--- src/rtl/inst_encoder.sv ---
`default_nettype none
// ============================================================================
// Module   : inst_encoder
// Brief    : Assembles 11-byte host packets into 82-bit instruction words and
//            pushes them into the instruction FIFO under full-flag backpressure.
// Revision : 1.0 - initial release
// ============================================================================
module inst_encoder #(
    parameter int CNT_W = 16
) (
    input  logic             clk,
    input  logic             n_rst,
    input  logic [7:0]       host_data,
    input  logic             host_valid,
    output logic             host_ready,
    input  logic             host_abort,
    input  logic             fifo_full,
    output logic             w_enable,
    output logic [81:0]      w_data,
    output logic [CNT_W-1:0] pkt_count,
    output logic [CNT_W-1:0] drop_count,
    output logic             err_pulse
);

    typedef enum logic [1:0] {
        S_IDLE    = 2'd0,
        S_COLLECT = 2'd1,
        S_PUSH    = 2'd2
    } state_t;

    localparam logic [3:0]       C_LAST_IDX = 4'd10;
    localparam logic [CNT_W-1:0] C_CNT_ONE  = {{(CNT_W-1){1'b0}}, 1'b1};

    state_t      r_state;
    state_t      w_next_state;
    logic [3:0]  r_byte_idx;
    logic [73:0] r_shift;
    logic        r_bad;
    logic        w_accept;
    logic        w_last;

    assign host_ready = (r_state != S_PUSH) && !host_abort;
    assign w_enable   = (r_state == S_PUSH) && !fifo_full;
    assign w_accept   = host_valid && host_ready;
    assign w_last     = (r_state == S_COLLECT) && w_accept && (r_byte_idx == C_LAST_IDX);

    always_ff @(posedge clk) begin
        if (!n_rst) begin
            r_state <= S_IDLE;
        end else begin
            r_state <= w_next_state;
        end
    end

    always_comb begin
        w_next_state = r_state;
        case (r_state)
            S_IDLE: begin
                if (w_accept) begin
                    w_next_state = S_COLLECT;
                end
            end
            S_COLLECT: begin
                if (host_abort) begin
                    w_next_state = S_IDLE;
                end else if (w_last) begin
                    // A packet with reserved-bit errors is consumed whole so framing survives
                    w_next_state = r_bad ? S_IDLE : S_PUSH;
                end
            end
            S_PUSH: begin
                if (w_enable) begin
                    w_next_state = S_IDLE;
                end
            end
            default: w_next_state = S_IDLE;
        endcase
    end

    always_ff @(posedge clk) begin
        if (!n_rst) begin
            r_byte_idx <= 4'd0;
            r_shift    <= 74'd0;
            r_bad      <= 1'b0;
            w_data     <= 82'd0;
            err_pulse  <= 1'b0;
            pkt_count  <= '0;
            drop_count <= '0;
        end else begin
            err_pulse <= 1'b0;
            case (r_state)
                S_IDLE: begin
                    if (w_accept) begin
                        r_shift    <= {72'd0, host_data[1:0]};
                        r_bad      <= |host_data[7:2];
                        r_byte_idx <= 4'd1;
                    end
                end
                S_COLLECT: begin
                    if (host_abort) begin
                        r_byte_idx <= 4'd0;
                        r_bad      <= 1'b0;
                    end else if (w_accept) begin
                        r_shift <= {r_shift[65:0], host_data};
                        if (r_byte_idx == C_LAST_IDX) begin
                            r_byte_idx <= 4'd0;
                            r_bad      <= 1'b0;
                            if (r_bad) begin
                                err_pulse  <= 1'b1;
                                drop_count <= drop_count + C_CNT_ONE;
                            end else begin
                                w_data <= {r_shift, host_data};
                            end
                        end else begin
                            r_byte_idx <= r_byte_idx + 4'd1;
                        end
                    end
                end
                S_PUSH: begin
                    if (w_enable) begin
                        pkt_count <= pkt_count + C_CNT_ONE;
                    end
                end
                default: begin
                    r_byte_idx <= 4'd0;
                    r_bad      <= 1'b0;
                end
            endcase
        end
    end

endmodule
`default_nettype wire

--- config.mk ---
export PLATFORM = sky130hd
export DESIGN_NAME = inst_encoder
export DESIGN_NICKNAME = d
export VERILOG_FILES = /design/src/rtl/inst_encoder.sv
export SDC_FILE = /design/constraint.sdc
export NUM_CORES = 1
export LEC_CHECK = 0
export CORE_MARGIN = 2
export CORE_UTILIZATION = 46
export DETAILED_ROUTE_END_ITERATION = 8
export HOLD_SLACK_MARGIN = 0.05
export PLACE_DENSITY_LB_ADDON = 0.25
export SETUP_SLACK_MARGIN = 0.05
export SKIP_CTS_REPAIR_TIMING = 1
export SYNTH_ARGS = -nofsm -noshare
export SYNTH_HDL_FRONTEND = slang
export SYNTH_SLANG_ARGS = --single-unit
--- constraint.sdc ---
create_clock -name clk -period 1.7 [get_ports clk]
set_input_delay 0.255 -clock clk [delete_from_list [all_inputs] [get_ports clk]]
set_output_delay 0.255 -clock clk [all_outputs]
set_load 0.01 [all_outputs]
Yosys cells after proc, flatten, opt, wreduce, memory -nomap -nowiden
Index checks and enable logic that the tools add are counted.
{"block": "classes", "add_sub_neg": 3, "n_mul": 0, "div_mod_pow": 0, "n_lt_le_gt_ge": 0, "eq_ne": 11, "n_shift": 0, "muxes": 21, "bitwise_logic": 7, "n_reduce_logical": 18}
{"op": "74-bit two-way mux", "count": 3}
{"op": "74-bit one-hot mux with 2 select lines", "count": 1}
{"op": "16-bit by 1-bit adder with 16-bit output, second input constant", "count": 2}
{"op": "4-bit two-way mux", "count": 4}
{"op": "4-bit one-hot mux with 3 select lines", "count": 1}
{"op": "2-bit two-way mux", "count": 5}
{"op": "2-bit inequality test, second input constant", "count": 5}
{"op": "5-bit AND reduction", "count": 2}
{"op": "4-bit AND reduction", "count": 2}
{"op": "1-bit inverter", "count": 7}
{"op": "3-bit inequality test, second input constant", "count": 2}
{"op": "2-bit one-hot mux with 3 select lines", "count": 1}
{"op": "3-bit AND reduction", "count": 2}
{"op": "6-bit OR reduction", "count": 1}
{"op": "1-bit logical AND", "count": 5}
{"op": "1-bit two-way mux", "count": 5}
{"op": "5-bit OR reduction", "count": 1}
{"op": "4-bit by 1-bit adder with 4-bit output, second input constant", "count": 1}
{"op": "4-bit == test, second input constant", "count": 1}
{"op": "3-bit by 2-bit inequality test with 1-bit output, second input constant", "count": 1}
{"op": "1-bit one-hot mux with 3 select lines", "count": 1}
{"op": "2-bit by 1-bit == test with 1-bit output, second input constant", "count": 1}
{"op": "2-bit == test, second input constant", "count": 1}
{"op": "1-bit zero test", "count": 2}
{"op": "other kinds (3)", "count": 3}
{"block": "word_totals", "ff_bits": 196, "latchBits": 0, "mem_bits_rw": 0, "romBits": 0, "input_bits": 13, "elab_cells": 68, "n_memories": 0}

Depth between registers and ports, before layout
Gate-level depths: netlist of the first run.
{"block": "logic_depth", "word_depth": 8, "mapped_depth": 9}

Worst setup path after synthesis of the first run
OpenSTA, ideal clock, no wires.
{"block": "synth_timing", "kind": "register -> register", "from": "register r_byte_idx[0]", "to": "register w_data[0]", "setup_time_ns": 0.132, "t_arrival_ns": 1.561, "required_time_ns": 1.568, "setup_slack_ns": 0.006, "path_stages_with_launch": 10, "path_buffers": 3, "cell_sequence": "dfxtp_1 > inv_1 > ha_1 > and4b_1 > buf_2 > and4bb_2 > buf_2 > buf_2 > nand2_1 > a21oi_1"}
{"block": "synth_between", "elab_chain_len": 2}
{"element": "start, declared", "line_no": "36", "rtl": "logic [3:0] r_byte_idx;"}
{"element": "start signal, assigned", "line_no": "115", "rtl": "r_byte_idx <= r_byte_idx + 4'd1;"}
{"element": "4-bit == test", "line_no": "105", "rtl": "if (r_byte_idx == C_LAST_IDX) begin"}
{"element": "5-bit AND reduction (no source line)"}
{"element": "end signal, assigned", "line_no": "112", "rtl": "w_data <= {r_shift, host_data};"}
{"element": "end, declared", "line_no": "19", "rtl": "output logic [81:0] w_data,"}
Every way passes these cells.
A chain may end at the register's enable or synchronous reset.

Worst setup path in the final report of the first run
{"block": "layout_timing", "from": "register r_byte_idx[0]", "to": "register w_data[56]"}
Same word-level chain as after synthesis.

==> results of run 1 <==
-- logic make-up after synthesis --
| group | share of synthesized area |
|---|---|
| AND/OR/NAND/NOR | 0.256 |
| flip-flops | 0.537 |
| AO/OA/AOI/OAI | 0.134 |
| buffers and inverters | 0.0402 |
| XOR/XNOR | 0.0192 |
| multiplexers | 0.00685 |
| adder cells (fa/ha/maj) | 0.00685 |
-- placed cells by master (no fill, tap or decap), types with 11 or more instances in the layout --
cell type / n
dlymetal6s2s_1: 46
a21oi_1: 146
nand2_2: 42
xor2_1: 11
clkdlybuf4s50_1: 82
nand3_1: 82
buf_4: 39
a21oi_2: 24
nand2_4: 15
buf_12: 14
nor2_1: 18
clkbuf_16: 31
dfxtp_1: 185
dfxtp_2: 11
nand2_1: 201
-- how the worst min path moves through the flow --
stage             endpoint  cells after the start
6_report        r_state[0]                      3
5_1_grt         r_state[0]                      3
4_1_cts         r_state[1]                      3
3_5_place_dp    w_data[79]                      2
3_3_place_gp   r_shift[71]                      2
2_1_floorplan   r_state[0]                      1
-- flip-flops by register name, summed over array words and instances (netlist names) --
signal and flops:
r_shift 74, err_pulse 1, pkt_count 16, r_bad 1, r_state 2, r_byte_idx 4
w_data 82, drop_count 16
-- per-layer routing --
| metal | vias to the layer above | track usage | wire length (µm) |
|---|---|---|---|
| met5 | - | 0 | 0 |
| met4 | 0 | 0.0727 | 436 |
| met3 | 38 | 0.0463 | 1110 |
| met2 | 235 | 0.330 | 10200 |
| met1 | 3317 | 0.292 | 9390 |
| li1 | 3364 | - | - |
-- cell type report --
cell class | instances | area [µm²] | share of cell area
multi-input cells | 631 | 3500 | 0.323
repair buffers | 210 | 2520 | 0.233
clock inverters | 13 | 126 | 0.0117
inverters | 7 | 31.3 | 0.00289
well taps | 216 | 270 | 0.0250
clock buffers | 19 | 443 | 0.0409
flip-flops and latches | 196 | 3940 | 0.364
-- power breakdown --
| part | internal, µW | switching [µW] | total [µW] | leakage, µW |
|---|---|---|---|---|
| logic | 111 | 214 | 325 | 0.00264 |
| clock network | 2080 | 1810 | 3890 | 0.000266 |
| registers | 4600 | 9.25 | 4610 | 0.00158 |
-- critical path: cells and delay by family, from the launching register on --
kind / cells / cell delay (ns)
AOI/OAI and AO/OA: 1 / 0.05
adders and majority gates: 1 / 0.12
buffers and inverters: 4 / 0.57
DFF: 1 / 0.33
and+or+nand+nor: 3 / 0.55
-- stage by stage --
stage	cell area [µm²]	hold WS [ns]	util
2_1_floorplan	7310	0.334	-
3_3_place_gp	9130	0.438	0.581
3_5_place_dp	9130	0.443	0.581
4_1_cts	9700	0.380	0.617
5_1_grt	10800	0.311	0.689
6_report	10800	0.297	0.689
-- synth_stat cells (all sizes together) (2+ instances only) --
| master | instances |
|---|---|
| dfxtp | 196 |
| nand2b | 5 |
| clkbuf | 48 |
| or3 | 8 |
| and2 | 4 |
| xnor2 | 5 |
| nand4 | 9 |
| and4bb | 2 |
| xor2 | 11 |
| nor3 | 3 |
| o21ai | 9 |
| mux2i | 5 |
| nor4 | 3 |
| nor2 | 18 |
| ha | 4 |
| and3 | 6 |
| nand3b | 3 |
| inv | 6 |
| or4 | 4 |
| buf | 18 |
| nand3 | 83 |
| a21oi | 170 |
| and4 | 4 |
| nand2 | 258 |
==> reports/qor.yml, run 1 <==
min_path:
  min-delay-path-class: "in -> reg"
  hp-start: "host_abort"
finish:
  area_growth_pct: 48.3
  fin_nets: 1080
  stdcell_count: 1292
  diodes: 0
  drive_above_1_share: 0.212
  fillers: 1220
sta:
  final_max_slew_viol_count: 0
  fin_skew_ns: 0.0133
  setup_ws_ns: -0.0395
  maxSlewHeadroom: 0.645
  rsz0062_at_grt: "true"
  timing.final.crit_share: 1.02
  worstMarginPinSlew_ns: 0.528
  max_freq_mhz: 575
  fin_crit_ns: 1.74
  hold_viol: 0
  setup_violations: 54
  setup_tns_ns: -0.843
routing:
  antenna_left: 0
  drc_errors: 0
  wl_mm: 21.2
  drt-initial-drc-count: 547
  vias_per_cell: 5.38
  vias: 6954
  wire_per_inst_um: 16.4
  first_pass_iters: 5
global_route:
  antenna_found_initial: 0
  grt_max_degree: 98
  grt_pass1_wl_mm: 28.8
  overflow: 0
  grt_use_total: 0.212
  grt_pass1_vias: 5870
synth:
  synth_top_flop_cell: "dfxtp_1"
  ys_types: 46
  synth_edf_count: 0
  syn_area_mm2: 0.00731
  yosysWarnings: 0
  avgSynthCellArea_um2: 8.12
  synth_top_cell_by_area: "dfxtp_1"
  synth_top_area_frac: 0.537
  synth_area_leaders: "dfxtp_1, nand2_1, a21oi_1"
  syn_nets: 917
  synthCells: 900
  ys_seq_elements: 196
  synth-async-reset-ratio: 0
  synth-seq-area-share: 0.537
clock_tree:
  clk_latency_ns: 0.44
  clock-sinks: 196
  cts_buffers: 17
  h-tree-depth: 4
  cts_tree: "built"
  clkTransAtPathRegs_ns: 0.07
  cts.path.max_buffers: 2
  cts-root-buf: "clkbuf_16"
setup_path:
  worstSetupEndpointType: "register"
  crit_type: "reg -> reg"
  crit_slowest_cell: "dfxtp_2"
  critPathMaxStageDelay_ns: 0.33
  r2r_slack_ns: -0.04
  cp-start-kind: "register"
  rr_endpoint: "w_data[56]"
  worstReg2RegStart: "r_byte_idx[0]"
  reg2reg_depth: 9
  required_ns: 2.00
  cp.arrival_ns: 2.04
  crit_path_start: "r_byte_idx[0]"
  endpoint: "w_data[56]"
  crit_fanout: 6
  path_cells: "inv_2, ha_4, and4b_4, buf_6, nand4bb_4, buf_12, clkbuf_16, nand2_2, a21oi_2"
die:
  die_w_um: 130
  ioPinCount: 130
  die_area_mm2: 0.0169
  design.core.area_mm2: 0.0157
  rows: 46
  die_h_um: 130
  initial_core_util: 0.465
power_and_ir_drop:
  leakage_uw: 0.00449
  power_density_mw_per_mm2: 815
  p_total_uw: 8830
  ir_drop_v: 0.000700
run_status:
  status: "complete, but fails checks"
  violations: "setup timing"
flow_run:
  max_cap_viol_count: 0
place:
  portBuffers: 129
  hpwl_mm: 11.5
  gp_congestion: 0.790
  dp_cells: 1232
  pre_cts_slack_ns: -0.435
(Power assumes the default switching activity.)
==> run 2: changes to the inputs <==
--- a/config.mk
+++ b/config.mk
@@ -12,6 +12,7 @@
 export PLACE_DENSITY_LB_ADDON = 0.25
 export SETUP_SLACK_MARGIN = 0.05
 export SKIP_CTS_REPAIR_TIMING = 1
+export SLEW_MARGIN = 10
 export SYNTH_ARGS = -nofsm -noshare
 export SYNTH_HDL_FRONTEND = slang
 export SYNTH_SLANG_ARGS = --single-unit
==> results of run 2 <==
No change in the layout: final DEF, timing and power equal those of run 1.
